[src/rtl/ram_arbiter_if.sv]
// Requester bus for ram_arbiter: one instance per port (CPU, DMA).
`default_nettype none

interface ram_arbiter_if;
    logic        req;
    logic        we;
    logic [15:0] addr;
    logic [7:0]  wdata;
    logic        ack;
    logic [7:0]  rdata;

    modport master (output req, we, addr, wdata, input  ack, rdata);
    modport slave  (input  req, we, addr, wdata, output ack, rdata);
endinterface

`default_nettype wire

[src/rtl/ram_arbiter.sv]
// ram_arbiter: two-port (CPU/DMA) arbiter onto a single synchronous RAM, IDLE/ADDR/DATA per access.
// Optional macro RAM_ARB_ROUND_ROBIN_EN: contention goes to the non-owner instead of fixed CPU priority.
`default_nettype none

module ram_arbiter (
    input  wire logic        wb_clk_i,
    input  wire logic        rst,
    ram_arbiter_if.slave     cpu,
    ram_arbiter_if.slave     dma,
    output logic [15:0]      ram_addr,
    output logic [7:0]       ram_wdata,
    output logic             ram_WEb,
    output logic             ram_enabled,
    input  wire logic [7:0]  ram_rdata,
    output logic             busy,
    output logic             owner
);

    typedef enum logic [1:0] {
        IDLE = 2'd0,
        ADDR = 2'd1,
        DATA = 2'd2
    } state_t;

    state_t      state;
    logic        oor;
    logic        cpu_elig;
    logic        dma_elig;
    logic        grant_dma;
    logic        grant_any;
    logic [15:0] sel_addr;
    logic [7:0]  sel_wdata;
    logic        own_we;

    always_comb begin
        cpu_elig  = cpu.req & ~cpu.ack;
        dma_elig  = dma.req & ~dma.ack;
`ifdef RAM_ARB_ROUND_ROBIN_EN
        grant_dma = dma_elig & (~cpu_elig | ~owner);
`else
        // CPU keeps the RAM while it requests, including its own ack cycle.
        grant_dma = dma_elig & ~cpu.req;
`endif
        grant_any = cpu_elig | grant_dma;
        sel_addr  = grant_dma ? dma.addr  : cpu.addr;
        sel_wdata = grant_dma ? dma.wdata : cpu.wdata;
        own_we    = owner ? dma.we : cpu.we;
    end

    assign busy = (state != IDLE);

    always_ff @(posedge wb_clk_i or posedge rst) begin
        if (rst) begin
            state       <= IDLE;
            owner       <= 1'b1;
            oor         <= 1'b0;
            cpu.ack     <= 1'b0;
            dma.ack     <= 1'b0;
            cpu.rdata   <= 8'h00;
            dma.rdata   <= 8'h00;
            ram_addr    <= 16'h0000;
            ram_wdata   <= 8'h00;
            ram_WEb     <= 1'b1;
            ram_enabled <= 1'b0;
        end else begin
            cpu.ack <= 1'b0;
            dma.ack <= 1'b0;
            case (state)
                IDLE: begin
                    if (grant_any) begin
                        state       <= ADDR;
                        owner       <= grant_dma;
                        ram_addr    <= sel_addr;
                        ram_wdata   <= sel_wdata;
                        oor         <= (sel_addr[15:12] != 4'h0);
                        ram_enabled <= (sel_addr[15:12] == 4'h0);
                        ram_WEb     <= 1'b1;
                    end
                end
                ADDR: begin
                    state   <= DATA;
                    ram_WEb <= ~own_we;
                end
                DATA: begin
                    state       <= IDLE;
                    ram_enabled <= 1'b0;
                    ram_WEb     <= 1'b1;
                    // ram_WEb low in DATA marks a write: rdata holds.
                    if (owner) begin
                        dma.ack <= 1'b1;
                        if (ram_WEb) dma.rdata <= oor ? 8'hFF : ram_rdata;
                    end else begin
                        cpu.ack <= 1'b1;
                        if (ram_WEb) cpu.rdata <= oor ? 8'hFF : ram_rdata;
                    end
                end
                default: state <= IDLE;
            endcase
        end
    end

endmodule

`default_nettype wire
[src/flat_wrapper.sv]
// flat-port wrapper written by rule: the top's interface ports become plain ports
module ram_arbiter_flat 
  (wb_clk_i, rst, ram_addr, ram_wdata, ram_WEb, ram_enabled, ram_rdata, busy, owner, cpu_req, cpu_we, cpu_addr, cpu_wdata, cpu_ack, cpu_rdata, dma_req, dma_we, dma_addr, dma_wdata, dma_ack, dma_rdata);
  ram_arbiter_if cpu_i ();
  ram_arbiter_if dma_i ();
  input  wire logic wb_clk_i;
  input  wire logic rst;
  output logic [15:0] ram_addr;
  output logic [7:0] ram_wdata;
  output logic ram_WEb;
  output logic ram_enabled;
  input  wire logic [7:0] ram_rdata;
  output logic busy;
  output logic owner;
  input wire logic [$bits(cpu_i.req)-1:0] cpu_req;
  input wire logic [$bits(cpu_i.we)-1:0] cpu_we;
  input wire logic [$bits(cpu_i.addr)-1:0] cpu_addr;
  input wire logic [$bits(cpu_i.wdata)-1:0] cpu_wdata;
  output wire logic [$bits(cpu_i.ack)-1:0] cpu_ack;
  output wire logic [$bits(cpu_i.rdata)-1:0] cpu_rdata;
  input wire logic [$bits(dma_i.req)-1:0] dma_req;
  input wire logic [$bits(dma_i.we)-1:0] dma_we;
  input wire logic [$bits(dma_i.addr)-1:0] dma_addr;
  input wire logic [$bits(dma_i.wdata)-1:0] dma_wdata;
  output wire logic [$bits(dma_i.ack)-1:0] dma_ack;
  output wire logic [$bits(dma_i.rdata)-1:0] dma_rdata;
  assign cpu_i.req = cpu_req;
  assign cpu_i.we = cpu_we;
  assign cpu_i.addr = cpu_addr;
  assign cpu_i.wdata = cpu_wdata;
  assign cpu_ack = cpu_i.ack;
  assign cpu_rdata = cpu_i.rdata;
  assign dma_i.req = dma_req;
  assign dma_i.we = dma_we;
  assign dma_i.addr = dma_addr;
  assign dma_i.wdata = dma_wdata;
  assign dma_ack = dma_i.ack;
  assign dma_rdata = dma_i.rdata;
  ram_arbiter u_core (.wb_clk_i(wb_clk_i), .rst(rst), .cpu(cpu_i), .dma(dma_i), .ram_addr(ram_addr), .ram_wdata(ram_wdata), .ram_WEb(ram_WEb), .ram_enabled(ram_enabled), .ram_rdata(ram_rdata), .busy(busy), .owner(owner));
endmodule
[config.mk]
export PLATFORM = sky130hd
export DESIGN_NAME = ram_arbiter_flat
export DESIGN_NICKNAME = d
export VERILOG_FILES = /design/src/rtl/ram_arbiter_if.sv /design/src/rtl/ram_arbiter.sv /design/src/flat_wrapper.sv
export SDC_FILE = /design/constraint.sdc
export NUM_CORES = 1
export LEC_CHECK = 0
export BUFFER_PORTS_ARGS = -buffer_cell sky130_fd_sc_hd__buf_4
export CORE_MARGIN = 5
export CORE_UTILIZATION = 50
export DETAILED_ROUTE_END_ITERATION = 6
export MAX_ROUTING_LAYER = met4
export PLACE_DENSITY_LB_ADDON = 0.2
export SYNTH_ARGS = -nofsm -noshare
export SYNTH_HDL_FRONTEND = slang
export SYNTH_SLANG_ARGS = --single-unit
[constraint.sdc]
create_clock -name wb_clk_i -period 3.75 [get_ports wb_clk_i]
set_input_delay 0.375 -clock wb_clk_i [delete_from_list [all_inputs] [get_ports wb_clk_i]]
set_output_delay 0.375 -clock wb_clk_i [all_outputs]
set_load 0.01 [all_outputs]
# ---- After elaboration in Yosys (flattened, before gate mapping)
# Index checks and enable logic that the tools add are counted.
dict set report op_classes {
  reduce_logical 11
  n_div 0
  shift 0
  n_addsub 0
  n_lt_le_gt_ge 0
  eq_ne 3
  mul 0
  mux 14
  bitwise_logic 9
}
# op n
set op_table {}
lappend op_table {{16-bit 2-to-1 mux} 1}
lappend op_table {{8-bit 2-to-1 mux} 2}
lappend op_table {{1-bit 2-to-1 mux} 7}
lappend op_table {{2-bit AND reduction} 3}
lappend op_table {{3-bit AND reduction} 2}
lappend op_table {{1-bit NOT} 5}
lappend op_table {{4-bit zero test} 1}
lappend op_table {{2-bit one-hot mux with 2 select lines} 1}
lappend op_table {{2-bit nonzero test} 2}
lappend op_table {{4-bit nonzero test} 1}
lappend op_table {{1-bit AND} 3}
lappend op_table {{1-bit one-hot mux with 3 select lines} 1}
lappend op_table {{3-bit nonzero test} 1}
lappend op_table {{2-bit by 1-bit == test with 1-bit output (second input constant)} 1}
lappend op_table {{2-bit == test (second input constant)} 1}
lappend op_table {{2-bit zero test} 1}
lappend op_table {{2-bit 2-to-1 mux} 1}
lappend op_table {{2-bit by 1-bit inequality test with 1-bit output (second input constant)} 1}
lappend op_table {{1-bit one-hot mux with 2 select lines} 1}
lappend op_table {{1-bit OR} 1}
dict set report word_totals {
  output_inout_bits 46
  memories 0
  word_cells 48
  reg_bits 48
  mem_bits_rw 0
  latch_bits 0
  mem_bits_ro 0
  in_bits 62
}

# ---- Logic depth before layout (Yosys ltp)
dict set report logic_depth {
  word_depth 7
  depth_mapped 5
}

# ---- Least setup slack after synthesis
# No wires, ideal clock.
dict set report synth_timing {
  path_kind {register to register}
  from {reg u_core.dma.ack}
  to {reg u_core.ram_addr[13]}
  setup_slack_ns 1.955
  t_arrival_ns 1.670
  stages_incl_launch_ff 6
  synth_period_minus_slack_ns 1.795
  required_ns 3.625
  setup_ns 0.125
  cell_sequence {dfrtp_1 > or3b_1 > buf_6 > a21oi_4 > buf_8 > mux2_4}
}
dict set report synth_via {
  elab_chain_len 5
  word_cells_on_any_way 6
}
# item line
set synth_lines {}
lappend synth_lines {{from (decl)} ram_arbiter_if.sv:13} ;# modport slave (input req, we, addr, wdata, output ack, rdata);
lappend synth_lines {{1-bit NOT (*)} ram_arbiter.sv:37} ;# dma_elig = dma.req & ~dma.ack;
lappend synth_lines {{1-bit AND (*)} ram_arbiter.sv:37}
lappend synth_lines {{1-bit AND (*)} ram_arbiter.sv:42} ;# grant_dma = dma_elig & ~cpu.req;
lappend synth_lines {{1-bit OR} ram_arbiter.sv:44} ;# grant_any = cpu_elig | grant_dma;
lappend synth_lines {{2-bit AND reduction (no line)} n/a}
lappend synth_lines {{to (signal assigned)} ram_arbiter.sv:73} ;# ram_addr <= sel_addr;
lappend synth_lines {{to (decl)} ram_arbiter.sv:10} ;# output logic [15:0] ram_addr,
# Every way passes the cells marked *; elsewhere a longest branch is shown, timed or not.
# A chain may end at the register's enable or synchronous reset.

# ---- Worst setup path in the final report
dict set report layout_timing {
  from {reg u_core.state[0]}
  to {reg u_core.ram_addr[0]}
}
dict set report layout_via {
  elab_chain_len 2
}
# item line
set layout_lines {}
lappend layout_lines {{from (decl)} ram_arbiter.sv:25} ;# state_t state;
lappend layout_lines {{from (signal assigned)} ram_arbiter.sv:54} ;# state <= IDLE;
lappend layout_lines {{from (signal assigned)} ram_arbiter.sv:71} ;# state <= ADDR;
lappend layout_lines {{from (signal assigned)} ram_arbiter.sv:81} ;# state <= DATA;
lappend layout_lines {{2-bit zero test} ram_arbiter.sv:68} ;# case (state)
lappend layout_lines {{2-bit AND reduction (no line)} n/a}
# Every way passes these cells.

==> results.cfg <==
[timing]
fmax_ghz = 0.453
finClkSkew_ps = 3.97
fin_ws_ps = 1540
tightest_slew_ps = 1050
hold_viol = 0
rsz0062_at_grt = false
slew_headroom_pct = 30.0
min_period_ps = 2210
drv_slew = 0
final-setup-viol-count = 0
fin_setup_tns_ps = 0
fin_hold_ws_ps = 302
period_share_pct = 58.9

[clock_network]
cts_setup_buffers = 0
clk-insertion-delay-late_ps = 300
cts_hold_buffers = 0
tritoncts = built
cts.clk_slew.worst_paths_ps = 80
cts_num_sinks = 48
clockBufferDepth = 2
post_cts_resized = 0
numCtsBuffers = 5
h-tree-depth = 2
root_buffer = clkbuf_8

[critical_path]
end_kind = register
cp_data_required_time_ps = 3930
arrival_ps = 2390
start_kind = register
path_max_fanout = 26
path_class = reg -> reg

[power]
vdd_drop_max_mv = 0.378
total_leakage_power_nw = 1.59
fin_total_pwr_mw = 2.41
p_per_area_nw_per_um2 = 752

[floorplan]
die_area_um2 = 6100
core-area_um2 = 4410
die_h_um = 78.1
num_rows = 24
die_w_um = 78.1
ios = 108
start_util_pct = 52.5

[routing]
first_pass_iters = 4
drtIter0Drc = 85
drtAntennaViolNets = 0
post_drt_wl_per_cell_um = 16.3
vias_per_cell = 5.14
routed_wl_um = 5410
drc = 0
vias = 1707

[final_layout]
multi_input_area_um2 = 1020
nNetsFinal = 341
drive_gt1_share_pct = 59.6
utilization_pct = 72.7
area_growth_pct = 38.5
n_fill_cell = 332
antenna_cells = 0
seq_area_um2 = 1200

[logic_synthesis]
synth.top_cell.area_share_pct = 49.6
synth_area_leaders = dfrtp_1 50%, mux2_4 23%, mux2_2 4.9%
synth_warnings = 0
syn_nets = 235
syn_avg_cell_area_um2 = 13.4
ys_types = 30
seq_area_frac_synth_pct = 51.9
synth_seq_cells = 48
synth_cells = 173
yosysTopAreaCell = dfrtp_1
syn_area_um2 = 2320

[global_route]
antenna_found_initial = 0
grt_max_degree = 49
grt_pass1_vias = 1889
grt_first_pass_wirelength_um = 9050
track_usage_pct = 18.9
grt-ovfl-total = 0

[worst_hold_path]
hold_path.class = in -> async

[placed_design]
dp_slack_ps = 1400
dp_hpwl_um = 4070
portBuffers = 107
gp_congestion = 0.776

[run]
drv_cap = 0

[status]
outcome = finished, final reports clean
## synthesized netlist by cell type, drive strengths merged
cell type / n
a21oi: 11
a22oi: 1
a31oi: 1
buf: 7
clkbuf: 3
dfrtp: 46
dfstp: 2
inv: 4
mux2: 46
mux2i: 2
nand2: 8
nand4b: 1
nor2: 16
nor2b: 1
nor3: 2
nor3b: 3
nor4: 1
nor4b: 1
nor4bb: 1
o21ai: 10
o22a: 2
o22ai: 1
or2: 1
or2b: 1
or3b: 1
## metrics by stage
step | cells | cell area, µm²
after floorplan | 173 | 2320
after global placement | 324 | 3120
after detailed placement | 324 | 3120
after CTS | 332 | 3210
after global routing | 332 | 3210
final | 332 | 3210
## power by group
group / leakage (nW) / internal [mW] / switching [mW]
Sequential: 0.539 / 0.767 / 0.166
Clock: 0.0455 / 0.151 / 0.160
Combinational: 1.01 / 0.684 / 0.486
## final timing paths
path                                                    to                       startpoint  slack, ps  depth (start not counted)
max in group asynchronous  u_core.ram_addr[12]$_DFFE_PP0P_                              rst       2850                          2
setup reg to reg            u_core.ram_addr[0]$_DFFE_PP0P_      u_core.state[0]$_DFFE_PP0P_       1540                          3
hold reg to reg            u_core.dma.rdata[3]$_DFFE_PP0P_  u_core.dma.rdata[3]$_DFFE_PP0P_        480                          2
min in group wb_clk_i      u_core.cpu.rdata[0]$_DFFE_PP0P_                     ram_rdata[0]        350                          3
hold / removal             u_core.ram_wdata[1]$_DFFE_PP0P_                              rst        300                          2
setup / recovery            u_core.ram_addr[0]$_DFFE_PP0P_      u_core.state[0]$_DFFE_PP0P_       1540                          3
## routing by layer
layer / vias up / GRT usage, % / part of all wire [%]
li1: 817 / - / -
met1: 817 / 20.4 / 39
met2: 61 / 33.1 / 52
met3: 12 / 6.29 / 7.1
met4: 0 / 5.24 / 1.7
met5: - / - / 0
## kinds of logic after synthesis
family	count (synthesis)	synth area share (%)
DFF	48	51.9
and+or+nand+nor	37	7.99
AOI/OAI and AO/OA	26	6.64
muxes	48	29.0
buffers and inverters	14	4.42
## sequential cells by signal, summed over array words and instances (netlist names), 2 cells and up
register,count
u_core.state,2
u_core.ram_wdata,8
u_core.ram_addr,16
u_core.dma.rdata,8
u_core.cpu.rdata,8
## area by class of cell
cell class	count	area share [%]
well taps	52	2.03
inverters	4	0.468
repair buffers	109	25.5
clock buffers	8	2.81
flip-flops and latches	48	37.5
multi-input cells	111	31.7
## critical path: stages (launching register included)
cell and delay (ps):
dfrtp_1 460, or2_2 400, a21oi_4 810, mux2_2 420
## layout by cell type, fill, tap and decap left out
master    count
nand4b_1      1
a31oi_1       1
clkbuf_1      2
mux2i_1       2
dfrtp_1      46
mux2_2       10
a21oi_4       1
buf_4       109
clkbuf_8      6
nor4b_1       1
inv_2         1
nor4bb_2      1
o22a_1        2
a22oi_1       1
mux2_4       36
nor2b_1       1
nor2_1       16
or3b_1        1
a21oi_1      10
or2_2         1
nor3b_1       3
inv_1         3
or2b_1        1
dfstp_2       2
nand2_1       8
o21ai_0      10
o22ai_1       1
nor4_1        1
nor3_1        2
Note: power is estimated with default switching activity, not from simulation.
